[src/rtl/fb_arbiter.sv]
// rtl/fb_arbiter.sv - frame-buffer RAM arbiter: display fetch has priority, writer gets the spare cycles
module fb_arbiter #(
    parameter int unsigned H_PIX   = 320,
    parameter int unsigned V_LINES = 240,
    parameter int unsigned AW      = 17
) (
    input  logic          clk,
    input  logic          reset,
    input  logic [8:0]    pixel,
    input  logic [7:0]    line,
    output logic [7:0]    video,
    input  logic          wr_valid,
    output logic          wr_ready,
    input  logic [8:0]    wr_x,
    input  logic [7:0]    wr_y,
    input  logic [7:0]    wr_data,
    output logic          mem_en,
    output logic          mem_we,
    output logic [AW-1:0] mem_addr,
    output logic [7:0]    mem_wdata,
    input  logic [7:0]    mem_rdata,
    output logic [15:0]   clip_cnt
);

    typedef enum logic [1:0] {S_IDLE, S_RD, S_WAIT, S_WR} state_t;

    state_t        state;
    logic [8:0]    pixel_q;
    logic [7:0]    line_q;
    logic          disp_pend;
    logic          disp_change;
    logic          disp_on;
    logic          wr_on;
    logic [AW-1:0] rd_addr;
    logic [AW-1:0] wr_addr;

    // The fetch uses the registered coordinate so the address is stable for the whole slot.
    assign disp_change = (pixel != pixel_q) || (line != line_q);
    assign disp_on     = (32'(pixel_q) < H_PIX) && (32'(line_q) < V_LINES);
    assign wr_on       = (32'(wr_x) < H_PIX) && (32'(wr_y) < V_LINES);
    assign rd_addr     = AW'(line_q) * AW'(H_PIX) + AW'(pixel_q);
    assign wr_addr     = AW'(wr_y) * AW'(H_PIX) + AW'(wr_x);

    // The writer is only offered idle cycles with no display fetch waiting.
    assign wr_ready = (state == S_IDLE) && !disp_pend && !reset;

    // Track timer coordinate changes; a new change wins over the clear so no fetch is lost.
    always_ff @(posedge clk) begin
        if (reset) begin
            pixel_q   <= 9'd0;
            line_q    <= 8'd0;
            disp_pend <= 1'b1;
        end else begin
            pixel_q <= pixel;
            line_q  <= line;
            if (disp_change) begin
                disp_pend <= 1'b1;
            end else if ((state == S_IDLE) && disp_pend) begin
                disp_pend <= 1'b0;
            end
        end
    end

    // RAM access sequencer: display read, pixel write, or clip of an off-raster write.
    always_ff @(posedge clk) begin
        if (reset) begin
            state     <= S_IDLE;
            video     <= 8'd0;
            mem_en    <= 1'b0;
            mem_we    <= 1'b0;
            mem_addr  <= '0;
            mem_wdata <= 8'd0;
            clip_cnt  <= 16'd0;
        end else begin
            case (state)
                S_IDLE: begin
                    if (disp_pend) begin
                        if (disp_on) begin
                            mem_en   <= 1'b1;
                            mem_we   <= 1'b0;
                            mem_addr <= rd_addr;
                            state    <= S_RD;
                        end else begin
                            video <= 8'd0;
                        end
                    end else if (wr_valid) begin
                        if (wr_on) begin
                            mem_en    <= 1'b1;
                            mem_we    <= 1'b1;
                            mem_addr  <= wr_addr;
                            mem_wdata <= wr_data;
                            state     <= S_WR;
                        end else if (clip_cnt != 16'hFFFF) begin
                            clip_cnt <= clip_cnt + 16'd1;
                        end
                    end
                end
                S_RD: begin
                    mem_en <= 1'b0;
                    state  <= S_WAIT;
                end
                S_WAIT: begin
                    video <= mem_rdata;
                    state <= S_IDLE;
                end
                S_WR: begin
                    mem_en <= 1'b0;
                    mem_we <= 1'b0;
                    state  <= S_IDLE;
                end
                default: state <= S_IDLE;
            endcase
        end
    end

endmodule

[config.mk]
export PLATFORM = sky130hd
export DESIGN_NAME = fb_arbiter
export DESIGN_NICKNAME = d
export VERILOG_FILES = /design/src/rtl/fb_arbiter.sv
export SDC_FILE = /design/constraint.sdc
export NUM_CORES = 1
export LEC_CHECK = 0
export ABC_AREA = 0
export CAP_MARGIN = 20
export CORE_MARGIN = 3
export CORE_UTILIZATION = 45
export CTS_CLUSTER_DIAMETER = 120
export DETAILED_ROUTE_END_ITERATION = 10
export PLACE_DENSITY = 0.77
export REMOVE_ABC_BUFFERS = 1
export SYNTH_ARGS = -nofsm -noshare
export SYNTH_HDL_FRONTEND = slang
export SYNTH_SLANG_ARGS = --single-unit
export TNS_END_PERCENT = 20
[constraint.sdc]
create_clock -name clk -period 3 [get_ports clk]
set_clock_uncertainty 0.05 [all_clocks]
set_input_delay 0.45 -clock clk [delete_from_list [all_inputs] [get_ports clk]]
set_output_delay 0.45 -clock clk [all_outputs]
set_load 0.05 [all_outputs]
==> metrics.txt <==
leading register cell type out of synthesis=sky130_fd_sc_hd__dfxtp_1; Gate Count Post-Synth=456; number of global-route vias before repair=3747; share of post-route cells with drive strength above 1=0.126; first-pass GRT wire length=17.1 mm; CP max FO=4; insertion delay of the later-clocked pin in the worst-skew pair=0.35 ns; max-slew violation count=0; f_max=349 MHz; data required time at the worst endpoint=3.15 ns; biggest area consumer among synthesized cells=sky130_fd_sc_hd__dfxtp_1; run status=complete, no violations; Crit Path Category=input pin to flop; worst hold path class=flop to flop; dominant cells by area after synthesis=sky130_fd_sc_hd__dfxtp_1 35%, sky130_fd_sc_hd__ha_1 9.5%, sky130_fd_sc_hd__nor2_1 5.2%, sky130_fd_sc_hd__xor2_1 4.7%, sky130_fd_sc_hd__mux2i_1 4.4%; number of DRC markers after the initial detailed-route iteration=151; share of synthesized registers carrying an async set or reset=0; r2r worst-path depth=9; Total Power Consumption=2.44 mW; top-level I/O count=105; Worst Slack Setup Final=0.135 ns; number of input and output port buffers inserted=104; area share of the leading cell type in the synthesized netlist=0.347; total wire length after detailed routing=10.4 mm; worst hold path cell count=2; final-report hold violation count=0; TritonCTS clock tree=built; launching element type of the critical path=input pin; DR pass1 iterations=4; Tmin final=2.86 ns; largest net degree at the start of global routing=74; Max H-tree Level=3; count of warnings emitted by yosys=0; TritonCTS Buffers=9; Post-synth EDFFs=0; clk sinks=71; vias per cell=5.38; register bit count reported by yosys=71; number of antenna violations at the first check in global routing=0; critical path capture point type=flop; Avg Synthesized Cell Area=8.98 um^2; maximum capacitance violations=0; grt ovf=0; Floorplan Core Area=8760 um^2; endpoint arrival time on the critical path=3.01 ns; Final Wtd Congestion=0.772; DR vias=3750; clock tree root buffer cell=sky130_fd_sc_hd__clkbuf_8; height of the chip=101 um; transition time at the pin with the least slew margin=0.742 ns; drt wl/cell=15.0 um; number of unique standard cell types used by synthesis=57; area delta synth->final=39.4%; count of final setup violators=0; antenna-violating nets left=0; antenna diode count=0; Worst Setup Slack post-DPL=-0.472 ns; clock slew at the register clock pins of the worst setup and hold paths=0.08 ns; buffers from clock root to sink, at most=2; overall routing resource usage=0.206; leakage power summed over all cells=2.35 nW; Final Net Count=672; detailed-route DRC error count=0; DP Wirelength=7.84 mm; proportion of synthesized chip area in sequential cells=0.347; Slew headroom=0.505; cell area after synthesis=4100 um^2; die footprint=10300 um^2; r2r setup slk=0.20 ns; share of the cycle needed by the critical path after routing=0.955; power density over the cells=428 nW/um^2; floorplan row count=34; Peak supply drop=239 uV; effective utilization at floorplan=0.467; width of the die=101 um; number of inserted filler cells in the final layout=702
## final timing paths
| path | from | end |
|---|---|---|
| setup / recovery | wr_y[1] | mem_addr[15] |
| hold / removal | mem_addr[10] | mem_addr[10] |
| setup reg to reg | line_q[3] | mem_addr[13] |
| hold reg to reg | mem_addr[10] | mem_addr[10] |
## cell type report
cell class	instances	area, um^2	area share
Timing Repair Buffer	137	1300	0.227
Multi-Input combinational cell	357	2650	0.463
Clock inverter	6	43.8	0.00767
Sequential cell	71	1420	0.249
Inverter	8	30.0	0.00526
Tap cell	108	135	0.0237
Clock buffer	10	138	0.0241
## state kept, by name, summed over array words and instances (netlist names)
name and cells:
mem_en 1, video 8, mem_wdata 8, line_q 8, mem_we 1, pixel_q 9, mem_addr 17, state 2
disp_pend 1, clip_cnt 16
## synth_stat cells (4+ instances only)
| library cell | instances |
|---|---|
| sky130_fd_sc_hd__nor3_1 | 11 |
| sky130_fd_sc_hd__or3_1 | 5 |
| sky130_fd_sc_hd__a21oi_1 | 15 |
| sky130_fd_sc_hd__o21ai_0 | 20 |
| sky130_fd_sc_hd__nor2_1 | 57 |
| sky130_fd_sc_hd__nor2b_1 | 23 |
| sky130_fd_sc_hd__o21a_1 | 4 |
| sky130_fd_sc_hd__ha_1 | 31 |
| sky130_fd_sc_hd__clkbuf_1 | 13 |
| sky130_fd_sc_hd__fa_1 | 4 |
| sky130_fd_sc_hd__inv_1 | 8 |
| sky130_fd_sc_hd__nand2_1 | 20 |
| sky130_fd_sc_hd__and2_1 | 4 |
| sky130_fd_sc_hd__nand3_1 | 8 |
| sky130_fd_sc_hd__a211oi_1 | 13 |
| sky130_fd_sc_hd__o211ai_1 | 6 |
| sky130_fd_sc_hd__mux2i_1 | 18 |
| sky130_fd_sc_hd__xor2_1 | 22 |
| sky130_fd_sc_hd__and4_1 | 5 |
| sky130_fd_sc_hd__a22oi_1 | 8 |
| sky130_fd_sc_hd__nor4_1 | 4 |
| sky130_fd_sc_hd__xnor2_1 | 17 |
| sky130_fd_sc_hd__and3_1 | 4 |
| sky130_fd_sc_hd__nand4_1 | 10 |
| sky130_fd_sc_hd__dfxtp_1 | 71 |
## where the power goes
| group | switching [mW] | total [mW] | internal [mW] |
|---|---|---|---|
| Sequential | 0.0336 | 1.02 | 0.987 |
| Combinational | 0.380 | 0.710 | 0.330 |
| Clock | 0.389 | 0.714 | 0.325 |
| Total | 0.802 | 2.44 | 1.64 |
## kinds of logic (layout without fill, tap and decap cells)
logic type,Yosys count,in the layout,share of synthesized area
flops,71,71,0.347
mux,18,18,0.0440
buf+inv,28,161,0.0269
fa+ha+maj,35,35,0.114
simple gates,169,169,0.221
xor+xnor,39,39,0.0834
compound gates,96,96,0.164
## stage by stage
step	setup TNS (ns)	cells	hold WS [ns]	instance area, um^2	util
after global placement	-1.31	681	0.390	5450	0.622
after floorplan	0	436	0.469	4020	-
after global routing	-0.00678	697	0.432	5710	0.652
final	0	697	0.407	5710	0.652
after CTS	0	697	0.410	5640	0.643
after detailed placement	-1.70	681	0.398	5450	0.622
## metal layers
| metal | vias to the layer above | GRT usage | share of wire |
|---|---|---|---|
| li1 | 1908 | - | - |
| met1 | 1732 | 0.269 | 0.45 |
| met2 | 95 | 0.338 | 0.48 |
| met3 | 15 | 0.0482 | 0.059 |
| met4 | 0 | 0.0613 | 0.016 |
| met5 | - | 0 | 0 |
## what timing repair did
| item | 4_1_cts | 5_1_grt |
|---|---|---|
| hold buffers | 0 | 0 |
| endpoints found under the setup margin | 2 | 4 |
| pin swaps | 0 | 12 |
| resized for setup | 2 | 15 |
| setup buffers | 0 | 0 |
## worst max-delay path, stage by stage
cell and delay (ns):
sky130_fd_sc_hd__clkdlybuf4s50_1 0.49, sky130_fd_sc_hd__ha_1 0.24, sky130_fd_sc_hd__ha_2 0.19, sky130_fd_sc_hd__fa_2 0.37, sky130_fd_sc_hd__a211o_4 0.37, sky130_fd_sc_hd__a2111oi_4 0.37
sky130_fd_sc_hd__or3_4 0.19, sky130_fd_sc_hd__nor2_1 0.04, sky130_fd_sc_hd__a221oi_2 0.20, sky130_fd_sc_hd__a21oi_1 0.10
## cells in the final DEF (no fill, tap or decap), drive strengths merged, types with 3 or more instances in the layout
cell	n
nor4b	5
a221oi	3
nand2	20
o21a	4
dfxtp	71
nor4	4
and4	5
fa	4
a211o	3
o211ai	6
clkdlybuf4s50	102
a31oi	3
ha	31
nor2	57
a21o	3
or3	5
a211oi	13
xor2	22
o21ai	21
mux2i	18
nor2b	23
buf	34
a21oi	15
and2	4
nand4	10
nand3	8
nor3	11
nand3b	3
xnor2	17
a22oi	8
or2	3
clkinv	4
and3	4
clkbuf	10
inv	9
(Power assumes the default switching activity.)
